===== src/rtl/legv8_alu_pkg.sv =====
// Shared constants for the LEGv8 ALU issue/response front end:
// op codes, ALU function selects, flag bit positions and FSM states.
package legv8_alu_pkg;

    localparam logic [3:0] OP_AND  = 4'd0;
    localparam logic [3:0] OP_ORR  = 4'd1;
    localparam logic [3:0] OP_EOR  = 4'd2;
    localparam logic [3:0] OP_ADD  = 4'd3;
    localparam logic [3:0] OP_SUB  = 4'd4;
    localparam logic [3:0] OP_LSL  = 4'd5;
    localparam logic [3:0] OP_LSR  = 4'd6;
    localparam logic [3:0] OP_NOR  = 4'd7;
    localparam logic [3:0] OP_NAND = 4'd8;
    localparam logic [3:0] OP_ANDS = 4'd9;
    localparam logic [3:0] OP_ADDS = 4'd10;
    localparam logic [3:0] OP_SUBS = 4'd11;
    localparam logic [3:0] OP_NEG  = 4'd12;
    localparam logic [3:0] OP_MOV  = 4'd13;

    localparam logic [4:0] FS_AND  = 5'b00000;
    localparam logic [4:0] FS_ORR  = 5'b00100;
    localparam logic [4:0] FS_EOR  = 5'b01100;
    localparam logic [4:0] FS_ADD  = 5'b01000;
    localparam logic [4:0] FS_SUB  = 5'b01001;
    localparam logic [4:0] FS_LSL  = 5'b10000;
    localparam logic [4:0] FS_LSR  = 5'b10100;
    localparam logic [4:0] FS_NOR  = 5'b00011;
    localparam logic [4:0] FS_NAND = 5'b00111;

    localparam int unsigned FLAG_V = 3;
    localparam int unsigned FLAG_C = 2;
    localparam int unsigned FLAG_N = 1;
    localparam int unsigned FLAG_Z = 0;

    typedef enum logic [1:0] {
        ST_IDLE = 2'd0,
        ST_EXEC = 2'd1,
        ST_RESP = 2'd2
    } state_t;

endpackage


===== src/rtl/legv8_alu_op_decode.sv =====
// Combinational decode of an ALU op code into ALU controls and flag policy.
module legv8_alu_op_decode
    import legv8_alu_pkg::*;
(
    input  logic [3:0] op,
    output logic [4:0] fs,
    output logic       c0,
    output logic       force_a_zero,
    output logic       set_flags,
    output logic       logical_flags,
    output logic       illegal
);

    // Map each op code to its function select, carry-in and side effects.
    always_comb begin
        fs            = FS_AND;
        c0            = 1'b0;
        force_a_zero  = 1'b0;
        set_flags     = 1'b0;
        logical_flags = 1'b0;
        illegal       = 1'b0;
        case (op)
            OP_AND:  fs = FS_AND;
            OP_ORR:  fs = FS_ORR;
            OP_EOR:  fs = FS_EOR;
            OP_ADD:  fs = FS_ADD;
            OP_SUB:  begin fs = FS_SUB; c0 = 1'b1; end
            OP_LSL:  fs = FS_LSL;
            OP_LSR:  fs = FS_LSR;
            OP_NOR:  fs = FS_NOR;
            OP_NAND: fs = FS_NAND;
            OP_ANDS: begin fs = FS_AND; set_flags = 1'b1; logical_flags = 1'b1; end
            OP_ADDS: begin fs = FS_ADD; set_flags = 1'b1; end
            OP_SUBS: begin fs = FS_SUB; c0 = 1'b1; set_flags = 1'b1; end
            OP_NEG:  begin fs = FS_SUB; c0 = 1'b1; force_a_zero = 1'b1; end
            OP_MOV:  begin fs = FS_ORR; force_a_zero = 1'b1; end
            default: illegal = 1'b1;
        endcase
    end

endmodule


===== src/rtl/legv8_alu_sequencer.sv =====
// Registered valid/ready front end for the combinational LEGv8 ALU.
// Latches one op, drives the ALU for one cycle, captures result and NZCV.
module legv8_alu_sequencer
    import legv8_alu_pkg::*;
#(
    parameter int W = 64
)
(
    input  logic         clk,
    input  logic         reset,
    input  logic         in_valid,
    output logic         in_ready,
    input  logic [3:0]   in_op,
    input  logic [W-1:0] in_a,
    input  logic [W-1:0] in_b,
    output logic [W-1:0] alu_a,
    output logic [W-1:0] alu_b,
    output logic [4:0]   alu_fs,
    output logic         alu_c0,
    input  logic [W-1:0] alu_f,
    input  logic [3:0]   alu_status,
    output logic         out_valid,
    input  logic         out_ready,
    output logic [W-1:0] out_f,
    output logic         out_err,
    output logic [3:0]   flags
);

    state_t     state;
    state_t     state_next;
    logic       accept;

    logic [4:0] dec_fs;
    logic       dec_c0;
    logic       dec_force_a_zero;
    logic       dec_set_flags;
    logic       dec_logical_flags;
    logic       dec_illegal;

    logic       set_flags_q;
    logic       logical_flags_q;
    logic       illegal_q;

    legv8_alu_op_decode u_decode (
        .op            (in_op),
        .fs            (dec_fs),
        .c0            (dec_c0),
        .force_a_zero  (dec_force_a_zero),
        .set_flags     (dec_set_flags),
        .logical_flags (dec_logical_flags),
        .illegal       (dec_illegal)
    );

    assign accept = in_valid & in_ready;

    // State register.
    always_ff @(posedge clk) begin
        if (reset) begin
            state <= ST_IDLE;
        end else begin
            state <= state_next;
        end
    end

    // Next-state and handshake outputs.
    always_comb begin
        state_next = state;
        in_ready   = 1'b0;
        out_valid  = 1'b0;
        case (state)
            ST_IDLE: begin
                in_ready = 1'b1;
                if (in_valid) begin
                    state_next = ST_EXEC;
                end
            end
            ST_EXEC: begin
                state_next = ST_RESP;
            end
            ST_RESP: begin
                out_valid = 1'b1;
                in_ready  = out_ready;
                if (out_ready) begin
                    state_next = in_valid ? ST_EXEC : ST_IDLE;
                end
            end
            default: begin
                state_next = ST_IDLE;
            end
        endcase
    end

    // Decode is done at accept time so the ALU sees only registered controls.
    always_ff @(posedge clk) begin
        if (reset) begin
            alu_a           <= '0;
            alu_b           <= '0;
            alu_fs          <= '0;
            alu_c0          <= 1'b0;
            set_flags_q     <= 1'b0;
            logical_flags_q <= 1'b0;
            illegal_q       <= 1'b0;
        end else if (accept) begin
            alu_a           <= dec_force_a_zero ? '0 : in_a;
            alu_b           <= in_b;
            alu_fs          <= dec_fs;
            alu_c0          <= dec_c0;
            set_flags_q     <= dec_set_flags;
            logical_flags_q <= dec_logical_flags;
            illegal_q       <= dec_illegal;
        end
    end

    // Capture the ALU result and update NZCV at the end of EXEC.
    always_ff @(posedge clk) begin
        if (reset) begin
            out_f   <= '0;
            out_err <= 1'b0;
            flags   <= '0;
        end else if (state == ST_EXEC) begin
            out_f   <= illegal_q ? '0 : alu_f;
            out_err <= illegal_q;
            if (set_flags_q && !illegal_q) begin
                flags[FLAG_N] <= alu_status[FLAG_N];
                flags[FLAG_Z] <= alu_status[FLAG_Z];
                flags[FLAG_C] <= logical_flags_q ? 1'b0 : alu_status[FLAG_C];
                flags[FLAG_V] <= logical_flags_q ? 1'b0 : alu_status[FLAG_V];
            end
        end
    end

endmodule

===== config.mk =====
export PLATFORM = sky130hd
export DESIGN_NAME = legv8_alu_sequencer
export DESIGN_NICKNAME = d
export VERILOG_FILES = /design/src/rtl/legv8_alu_pkg.sv /design/src/rtl/legv8_alu_op_decode.sv /design/src/rtl/legv8_alu_sequencer.sv
export SDC_FILE = /design/constraint.sdc
export NUM_CORES = 1
export LEC_CHECK = 0
export CAP_MARGIN = 40
export CORE_AREA = 2 2 158 160
export CTS_CLUSTER_DIAMETER = 30
export DETAILED_ROUTE_END_ITERATION = 16
export DIE_AREA = 0 0 160 162
export PLACE_DENSITY = 0.68
export SLEW_MARGIN = 20
export SYNTH_ARGS = -nofsm -noshare
export SYNTH_HDL_FRONTEND = slang
export SYNTH_SLANG_ARGS = --single-unit

===== constraint.sdc =====
create_clock -name clk -period 1.4 [get_ports clk]
set_input_delay 0.21 -clock clk [delete_from_list [all_inputs] [get_ports clk]]
set_output_delay 0.21 -clock clk [all_outputs]
set_load 0.01 [all_outputs]

---- Word-level counts from Yosys, hierarchy flattened ----
Index checks and enable logic that the tools add are counted.
storage, ports and cells
  output and inout port bits .............. 205
  RAM bits ................................ 0
  memory bits (read-only) ................. 0
  word-level logic and storage cells ...... 57
  bits of input ports ..................... 204
  bits in registers ....................... 208
  latch bits .............................. 0
  memories ................................ 0
cells by class
  muxes and demuxes ....................... 16
  bitwise operators ....................... 1
  reductions and logical operators ........ 12
  shift operators ......................... 0
  $add $sub $neg .......................... 0
  eq/ne operators ......................... 17
  div/mod/pow operators ................... 0
  magnitude comparators ................... 0
  multiply operators ...................... 0
operator list
  cell                  count
  $mux W64              2
  $pmux W5 S8           1
  $eq A4 B4 Y1 const B  6
  $eq A4 B3 Y1 const B  4
  $reduce_or A14 Y1     1
  $mux W1               9
  $eq A4 B2 Y1 const B  2
  $pmux W2 S3           1
  $reduce_or A2 Y1      3
  $reduce_or A3 Y1      2
  $eq A4 B1 Y1 const B  1
  $logic_not A4 Y1      1
  $mux W2               2
  $ne A2 B2 Y1 const B  2
  $reduce_and A2 Y1     2
  $eq A2 B1 Y1 const B  1
  $eq A2 B2 Y1 const B  1
  $logic_not A2 Y1      1
  $pmux W1 S2           1
  $and A1 B1 Y1         1
  $logic_and A1 B1 Y1   1
  $logic_not A1 Y1      1

---- Depth between registers and ports, before layout ----
Gate-level depths: netlist of run 1.
  depth after elaboration ................. 4
  mapped depth ............................ 7
  gate-level depth less buffers ........... 4

---- By module ----
Synthesis of run 1 repeated with hierarchy kept, for this count alone.
unflattened totals
  cell total of the unflattened synthesis .. 970
  area, all modules ....................... 8363.0 µm²
by module, submodules not included
  module               area each (µm²)  cells each  seq. area each (µm²)  times used
  legv8_alu_sequencer  8210.4           947         4164.0                1
  legv8_alu_op_decode  152.6            23          0.0                   1

---- Least setup slack after synthesis of run 1 ----
Ideal clock, no wire load.
  path type ............................... register to register
  start ................................... register state[1]
  end ..................................... register flags[0]
  path slack .............................. 0.188 ns
  arrival ................................. 1.084 ns
  stages on the path, launching flop included .. 6
  setup time .............................. 0.128 ns
  cell sequence ........................... dfxtp_1 nand2b_1 buf_6 nor3b_4 mux2i_1 nor2_1
on the way
  word-level cells in the longest chain between the ends .. 2
RTL lines
  item                           line                        text
  start, declared                legv8_alu_sequencer.sv:29   state_t state;
  start signal, assigned         legv8_alu_sequencer.sv:61   state <= state_next;
  $eq A2 B1 Y1                   legv8_alu_sequencer.sv:120  end else if (state == ST_EXEC) begin
  $reduce_and A2 Y1 (no line)    --
  end signal, assigned by index  legv8_alu_sequencer.sv:124  flags[FLAG_N] <= alu_status[FLAG_N];
  end signal, assigned by index  legv8_alu_sequencer.sv:125  flags[FLAG_Z] <= alu_status[FLAG_Z];
  end signal, assigned by index  legv8_alu_sequencer.sv:126  flags[FLAG_C] <= logical_flags_q ? 1'b0 : alu_status[FLAG_C];
  end, declared                  legv8_alu_sequencer.sv:26   output logic [3:0] flags
Every way passes these cells.
A chain may end at the register's enable or synchronous reset.

---- Worst setup path after layout of run 1 ----
  start ................................... register state[1]
  end ..................................... output port in_ready
on the way
  word-level cells in the longest chain between the ends .. 2
  elaborated cells on any way between the ends .. 3
  those cells by class .................... eq/ne: 1; mux: 1; reduce/logical: 1
RTL lines
  item                                                     line                       text
  $eq A2 B2 Y1 / $logic_not A2 Y1 (equally long branches)  legv8_alu_sequencer.sv:70  case (state)
  $pmux W1 S2 (*)                                          legv8_alu_sequencer.sv:70
  end, declared                                            legv8_alu_sequencer.sv:12  output logic in_ready,
Every way passes the cells marked *; elsewhere a longest branch is shown, timed or not.

==> metrics.md, run 1 <==
| Metric | Value |
|---|---|
| Status | complete, but fails checks |
| Failing checks | negative setup slack |
| Yosys warning count | 0 |
| Chip height | 162 um |
| Clock Skew | 0.0165 ns |
| Share of layout cells above drive strength 1 | 0.153 |
| Die area | 0.0259 mm2 |
| Deepest clock path buffer count | 3 |
| Clk sinks | 208 |
| Largest net degree at the start of global routing | 65 |
| Fmax | 0.692 GHz |
| Mapped Cells | 933 |
| Critical path class | flip-flop to output pin |
| Simple-gate area share of the yosys netlist | 0.277 |
| Fin crit share | 1.03 |
| Die extent in x | 160 um |
| Crit start category | flip-flop |
| XOR/XNOR Fraction of Synth Area | 0.00220 |
| Syn Std Cell Area | 0.00795 mm2 |
| Top Family by Delay on Critical Path | flip-flops |
| Largest fanout on the critical path | 4 |
| DRT iter0 DRCs | 415 |
| Worst-path cell chain | nor2b_4 -> nor2_1 -> buf_2 |
| Total wire length | 27.6 mm |
| HPWL after DPL | 18.7 mm |
| Slowest stage delay, CP | 0.33 ns |
| DR vias | 8191 |
| Count of pins over their slew limit | 0 |
| Required time of the critical path | 1.19 ns |
| Synth cell types | 31 |
| FF+latch count, synth | 208 |
| Worst Hold Class | primary input to flip-flop |
| Port bufs | 408 |
| Antenna cell count | 0 |
| Clock latency on the worst-skew pair | 0.53 ns |
| TritonCTS clock tree | built |
| Wire per inst | 15.9 um |
| Critical Path End Type | output pin |
| CTS Buf Count | 51 |
| Pleak | 6.21 nW |
| Layout Nets | 1572 |
| Row count | 57 |
| Synth Area per Inst | 8.52 um2 |
| Initial Util | 0.330 |
| Largest family of logic cells by synthesized area | simple AND/OR/NAND/NOR gates |
| IO Count | 409 |
| Pwr dens | 1490 mW/mm2 |
| CP max stage cell | dfxtp_2 |
| Via/cell ratio | 4.72 |
| Post-synthesis adder-cell area fraction | 0 |
| Clk slew on worst S/H paths | 0.05 ns |
| Max_cap viols | 0 |
| Final GP Congestion | 0.810 |
| RSZ-0062 raised after global routing | yes |
| Worst Tran Pin Value | 0.406 ns |
| Final hold violations | 0 |
| Endpoints failing setup | 1 |
| Crit path buffers/inverters | 1 |
| Worst VDD drop | 1.04 mV |
| Slew headroom | 0.729 |
| Tmin final | 1.44 ns |
| CTS Root Buffer Type | clkbuf_16 |
| Arr. time, crit path | 1.23 ns |
| First-pass GRT wire length | 42.3 mm |
| P&R area growth vs syn | 81.0% |
| Vias in the first global route | 8041 |
| Syn Nets | 1137 |
| Multiplexer share of the synthesized area | 0.00504 |
| Initial antenna violation count | 0 |
| Antenna viol nets, final | 0 |
| Core ar. | 0.0241 mm2 |
| Pre-antenna DRT Iters | 4 |
| Total power | 21.5 mW |
| Pre-CTS WS | -0.411 ns |
| H-Tree Depth | 2 |
| Final WS setup | -0.0449 ns |
| DR DRC count | 0 |
| GRT Total Usage | 0.200 |
| Synth Area in Compound Gates | 0.131 |
| Register area share after synthesis | 0.524 |
| Gr ovfl total | 0 |
cell usage after synthesis (all sizes together):
cell       n  area (um2)
dfxtp    208        4160
a21oi    200        1000
nand2    199         747
nor2      77         289
nand3     65         330
nor3b     65         699
buf       60         377
clkbuf    25        93.8
nand2b     5        31.3
mux2i      4        40.0
nand3b     4        30.0
nor3       4        20.0
inv        2        7.51
nand4b     2        17.5
nor2b      2        12.5
xor2       2        17.5
a211oi     1        12.5
a311oi     1        8.76
and3       1        6.26
nand4      1        6.26
o21ai      1        5.00
o2bb2ai    1        8.76
o31ai      1        7.51
or3        1        6.26
or4        1        7.51
worst min-delay path: stages:
cell and delay (ns):
clkdlybuf4s50_1 0.39, nand2_1 0.06, a21oi_1 0.05
power breakdown:
part	internal [mW]	total, mW	switching, mW
clock	8.90	12.6	3.68
sequential	6.28	6.43	0.158
combinational	1.35	2.49	1.14
total	16.5	21.5	4.98
layout make-up:
class                   count  area, um2
inverters                   2       7.51
well taps                 324        405
flip-flops and latches    208       4170
repair buffers            467       4590
multi-input cells         638       3340
fillers                  2198       9720
clock inverters            33        443
clock buffers              62       1430
per-layer routing:
| metal | global-route usage | wire (um) | part of all wire |
|---|---|---|---|
| met2 | 0.353 | 13400 | 0.49 |
| met3 | 0.0702 | 2440 | 0.088 |
| met5 | 0 | 0 | 0 |
| met4 | 0.0770 | 898 | 0.033 |
| met1 | 0.222 | 10800 | 0.39 |
repair_timing:
item                                    CTS  global route
hold buffers                              1             0
endpoints found under the setup margin  209            72
gates resized for setup                 230            42
gates cloned                              0             2
buffers inserted                          0             1
hold endpoints to repair                  8             0
pin swaps                                 0             2
layout by cell type (no fill, tap or decap), types with 2 or more instances in the layout:
cell type and count:
nand3b_1 4, inv_1 2, nor3b_1 24, clkinv_2 10
bufinv_16 9, clkbuf_2 9, mux2i_1 4, nand2b_1 4
clkdlybuf4s15_1 33, nor3b_2 40, buf_12 20, clkbuf_16 54
nand3_1 64, xor2_1 2, inv_6 6, nand4b_1 2
buf_6 2, a21oi_1 199, clkinvlp_4 6, clkdlybuf4s50_1 202
dfxtp_2 2, nand2_1 199, clkbuf_8 9, dfxtp_1 205
nor2_1 77, dlygate4sd2_1 160, buf_4 34, buf_2 2
nor3_1 3
final timing paths:
kind | cells past startpoint | slack [ns] | end | startpoint
max reg2reg | 6 | 0.04 | alu_a[27] | state[0]
min | 3 | 0.24 | alu_b[32] | in_b[32]
max | 3 | -0.04 | in_ready | state[1]
min reg2reg | 2 | 0.44 | alu_a[39] | alu_a[39]
metrics by stage:
stage | utilization | setup TNS (ns) | hold WS (ns) | instances | cell area, um2
after detailed placement | 0.525 | -42.34 | 0.442 | 1635 | 12700
after floorplan | - | 0 | 0.346 | 933 | 7950
after CTS | 0.594 | -0.0553 | 0.209 | 1731 | 14300
after global routing | 0.597 | -0.552 | 0.229 | 1734 | 14400
after global placement | 0.525 | -38.33 | 0.437 | 1635 | 12700
final | 0.597 | -0.0449 | 0.236 | 1734 | 14400
registers in the layout, indices dropped and copies added (netlist names):
register,flops
alu_b,64
set_flags_q,1
alu_a,64
out_f,64
alu_c0,1
illegal_q,1
logical_flags_q,1
out_err,1
flags,4
state,2
alu_fs,5
cells by family after synthesis:
family                 count (synthesis)
AND/OR/NAND/NOR                      427
flip-flops                           208
AO/OA/AOI/OAI                        205
buffers and inverters                 87
multiplexers                           4
XOR/XNOR                               2
(Power assumes the default switching activity.)
==> run 2: changes to the inputs <==
Settings changed: HOLD_SLACK_MARGIN set to 0.02, PLACE_DENSITY 0.68 to unset, PLACE_DENSITY_LB_ADDON set to 0.3.
==> run 2 against run 1 <==
Compared with the run above: the run still ends with negative setup slack left; global-route usage grew 0.55 points; non-clock buffer count grew 12; worst hold slack lost 0.17 ns; routed wire length grew 6.5%; worst setup slack gained 0.034 ns; register-to-register slack lost 0.04 ns; critical path depth is the same; fmax grew 2.4%; power shrank 0.26%; clock power is essentially flat; first-iteration DRC count grew 0.48%; critical path type unchanged.
==> metrics.md, run 2 (synthesized netlist as in run 1, its figures left out) <==
| Metric | Value |
|---|---|
| DRT iter0 DRCs | 417 |
| M1 GR Usage | 0.234 |
| Tmin final | 1.41 ns |
| CTS Root Buffer Type | clkbuf_16 |
| Layout Cells excl Fill | 1742 |
| Die area | 0.0259 mm2 |
| Switching share of power | 0.226 |
| Final GP Congestion | 0.809 |
| Deepest clock path buffer count | 3 |
| Wire per inst | 16.9 um |
| P&R area growth vs syn | 84.9% |
| R2r setup slk | 0 ns |
| Crit path buffers/inverters | 1 |
| Final hold violations | 0 |
| Slew headroom | 0.769 |
| Largest registers | alu_a: 64 flops, alu_b: 64 flops, out_f: 64 flops |
| FF-to-FF Start | state[1] |
| Sequential power share | 0.300 |
| Most frequent cells in the layout | 205 x dfxtp_1, 202 x clkdlybuf4s50_1, 199 x nand2_1 |
| Chip height | 162 um |
| Layout Nets | 1584 |
| Clk slew on worst S/H paths | 0.04 ns |
| Via/cell ratio | 4.76 |
| Worst Hold Class | primary input to flip-flop |
| Critical Path End Type | output pin |
| Failing checks | negative setup slack |
| Status | complete, but fails checks |
| R2R Path End | logical_flags_q |
| Global routing met3 resource utilization | 0.0651 |
| TritonCTS clock tree | built |
| Clk sinks | 208 |
| Worst-path cell chain | nor2b_4 -> nor2_1 -> buf_2 |
| Endpoints failing setup | 2 |
| CP max stage cell | dfxtp_2 |
| Fin crit share | 1.01 |
| Filler cells | 2125 |
| Core ar. | 0.0241 mm2 |
| CTS Buf Count | 50 |
| Total power | 21.4 mW |
| Share of layout cells above drive strength 1 | 0.164 |
| Arr. time, crit path | 1.20 ns |
| Comb power frac | 0.125 |
| GRT Total Usage | 0.206 |
| Util after Layout | 0.609 |
| Pleak | 6.36 nW |
| WHS Path Cells | 2 |
| Reg2Reg Depth | 5 |
| Worst VDD drop | 1.42 mV |
| Initial Util | 0.330 |
| Gr ovfl total | 0 |
| GR Layer Usage met2 | 0.368 |
| DR DRC count | 0 |
| Count of pins over their slew limit | 0 |
| Initial antenna violation count | 0 |
| Busiest grt layer | met2 |
| Pre-antenna DRT Iters | 5 |
| Clock latency on the worst-skew pair | 0.52 ns |
| H-Tree Depth | 2 |
| Final WS setup | -0.0107 ns |
| DR vias | 8295 |
| Largest net degree at the start of global routing | 47 |
| Vias in the first global route | 7955 |
| Hold Startpoint | reset |
| Antenna cell count | 0 |
| Row count | 57 |
| Die extent in x | 160 um |
| Max_cap viols | 0 |
| Worst Tran Pin Value | 0.347 ns |
| Commonest non-fill, non-tap cell in the layout | dfxtp_1 |
| Hold_buf cts | 0 |
| Internal | 16.6 mW |
| Hold EP | alu_a[49] |
| Top Family by Delay on Critical Path | flip-flops |
| Crit start category | flip-flop |
| Critical path class | flip-flop to output pin |
| First-pass GRT wire length | 43.0 mm |
| Fmax | 0.709 GHz |
| Psw | 4.85 mW |
| RSZ-0062 raised after global routing | yes |
| Clock Power Share | 0.575 |
| Slowest stage delay, CP | 0.33 ns |
| Antenna viol nets, final | 0 |
| Clock Skew | 0.0146 ns |
| Dpl cells | 1632 |
| Port bufs | 408 |
| HPWL after DPL | 19.2 mm |
| Pwr dens | 1460 mW/mm2 |
| Largest fanout on the critical path | 4 |
| Total wire length | 29.4 mm |
| IO Count | 409 |
| Required time of the critical path | 1.19 ns |
-- run 2: power by group through the flow --
| stage | combinational [mW] | clock, mW | sequential [mW] |
|---|---|---|---|
| finish | 2.68 | 12.3 | 6.44 |
| global route | 2.88 | 12.8 | 6.47 |
| CTS | 2.52 | 12.5 | 6.44 |
| detailed placement | 2.67 | 0 | 6.55 |
| global placement | 2.64 | 0 | 6.54 |
| floorplan | 0.915 | 0 | 6.69 |
-- run 2: area by class of cell --
type | count | area [um2] | share of cell area
Clock inverter | 26 | 372 | 0.0253
Clock buffer | 64 | 1450 | 0.0985
Sequential cell | 208 | 4170 | 0.284
Timing Repair Buffer | 479 | 4860 | 0.331
Multi-Input combinational cell | 639 | 3420 | 0.233
Inverter | 2 | 7.51 | 0.000511
Tap cell | 324 | 405 | 0.0276
-- run 2: routing by layer --
layer  share of wire  up-vias
li1                -     4044
met2            0.50      336
met4           0.023        0
met3           0.079       53
met5               0        -
met1            0.40     3862
-- run 2: how the worst max path moves through the flow --
stage,startpoint,endpoint,slack [ns],depth (start not counted)
2_1_floorplan,state[1],flags[0],0.19,5
3_3_place_gp,out_ready,logical_flags_q,-0.34,6
3_5_place_dp,out_ready,logical_flags_q,-0.35,6
4_1_cts,state[1],in_ready,-0.05,3
5_1_grt,state[1],alu_fs[2],-0.07,6
6_report,state[1],in_ready,-0.01,3
-- run 2: stage by stage --
stage	hold WS [ns]	cell area [um2]	worst slack, ns	TNS (ns)
5_1_grt	0.0548	14700	-0.0693	-2.33
6_report	0.0625	14700	-0.0107	-0.0131
3_5_place_dp	0.442	12600	-0.354	-36.13
2_1_floorplan	0.346	7950	0.188	0
3_3_place_gp	0.437	12600	-0.340	-33.16
4_1_cts	0.0378	14300	-0.0514	-0.344
-- run 2: what timing repair did --
action	4_1_cts	5_1_grt
resized for setup	224	63
pin swaps	1	6
gates cloned	2	8
endpoints found under the setup margin	208	109
setup buffers	0	10
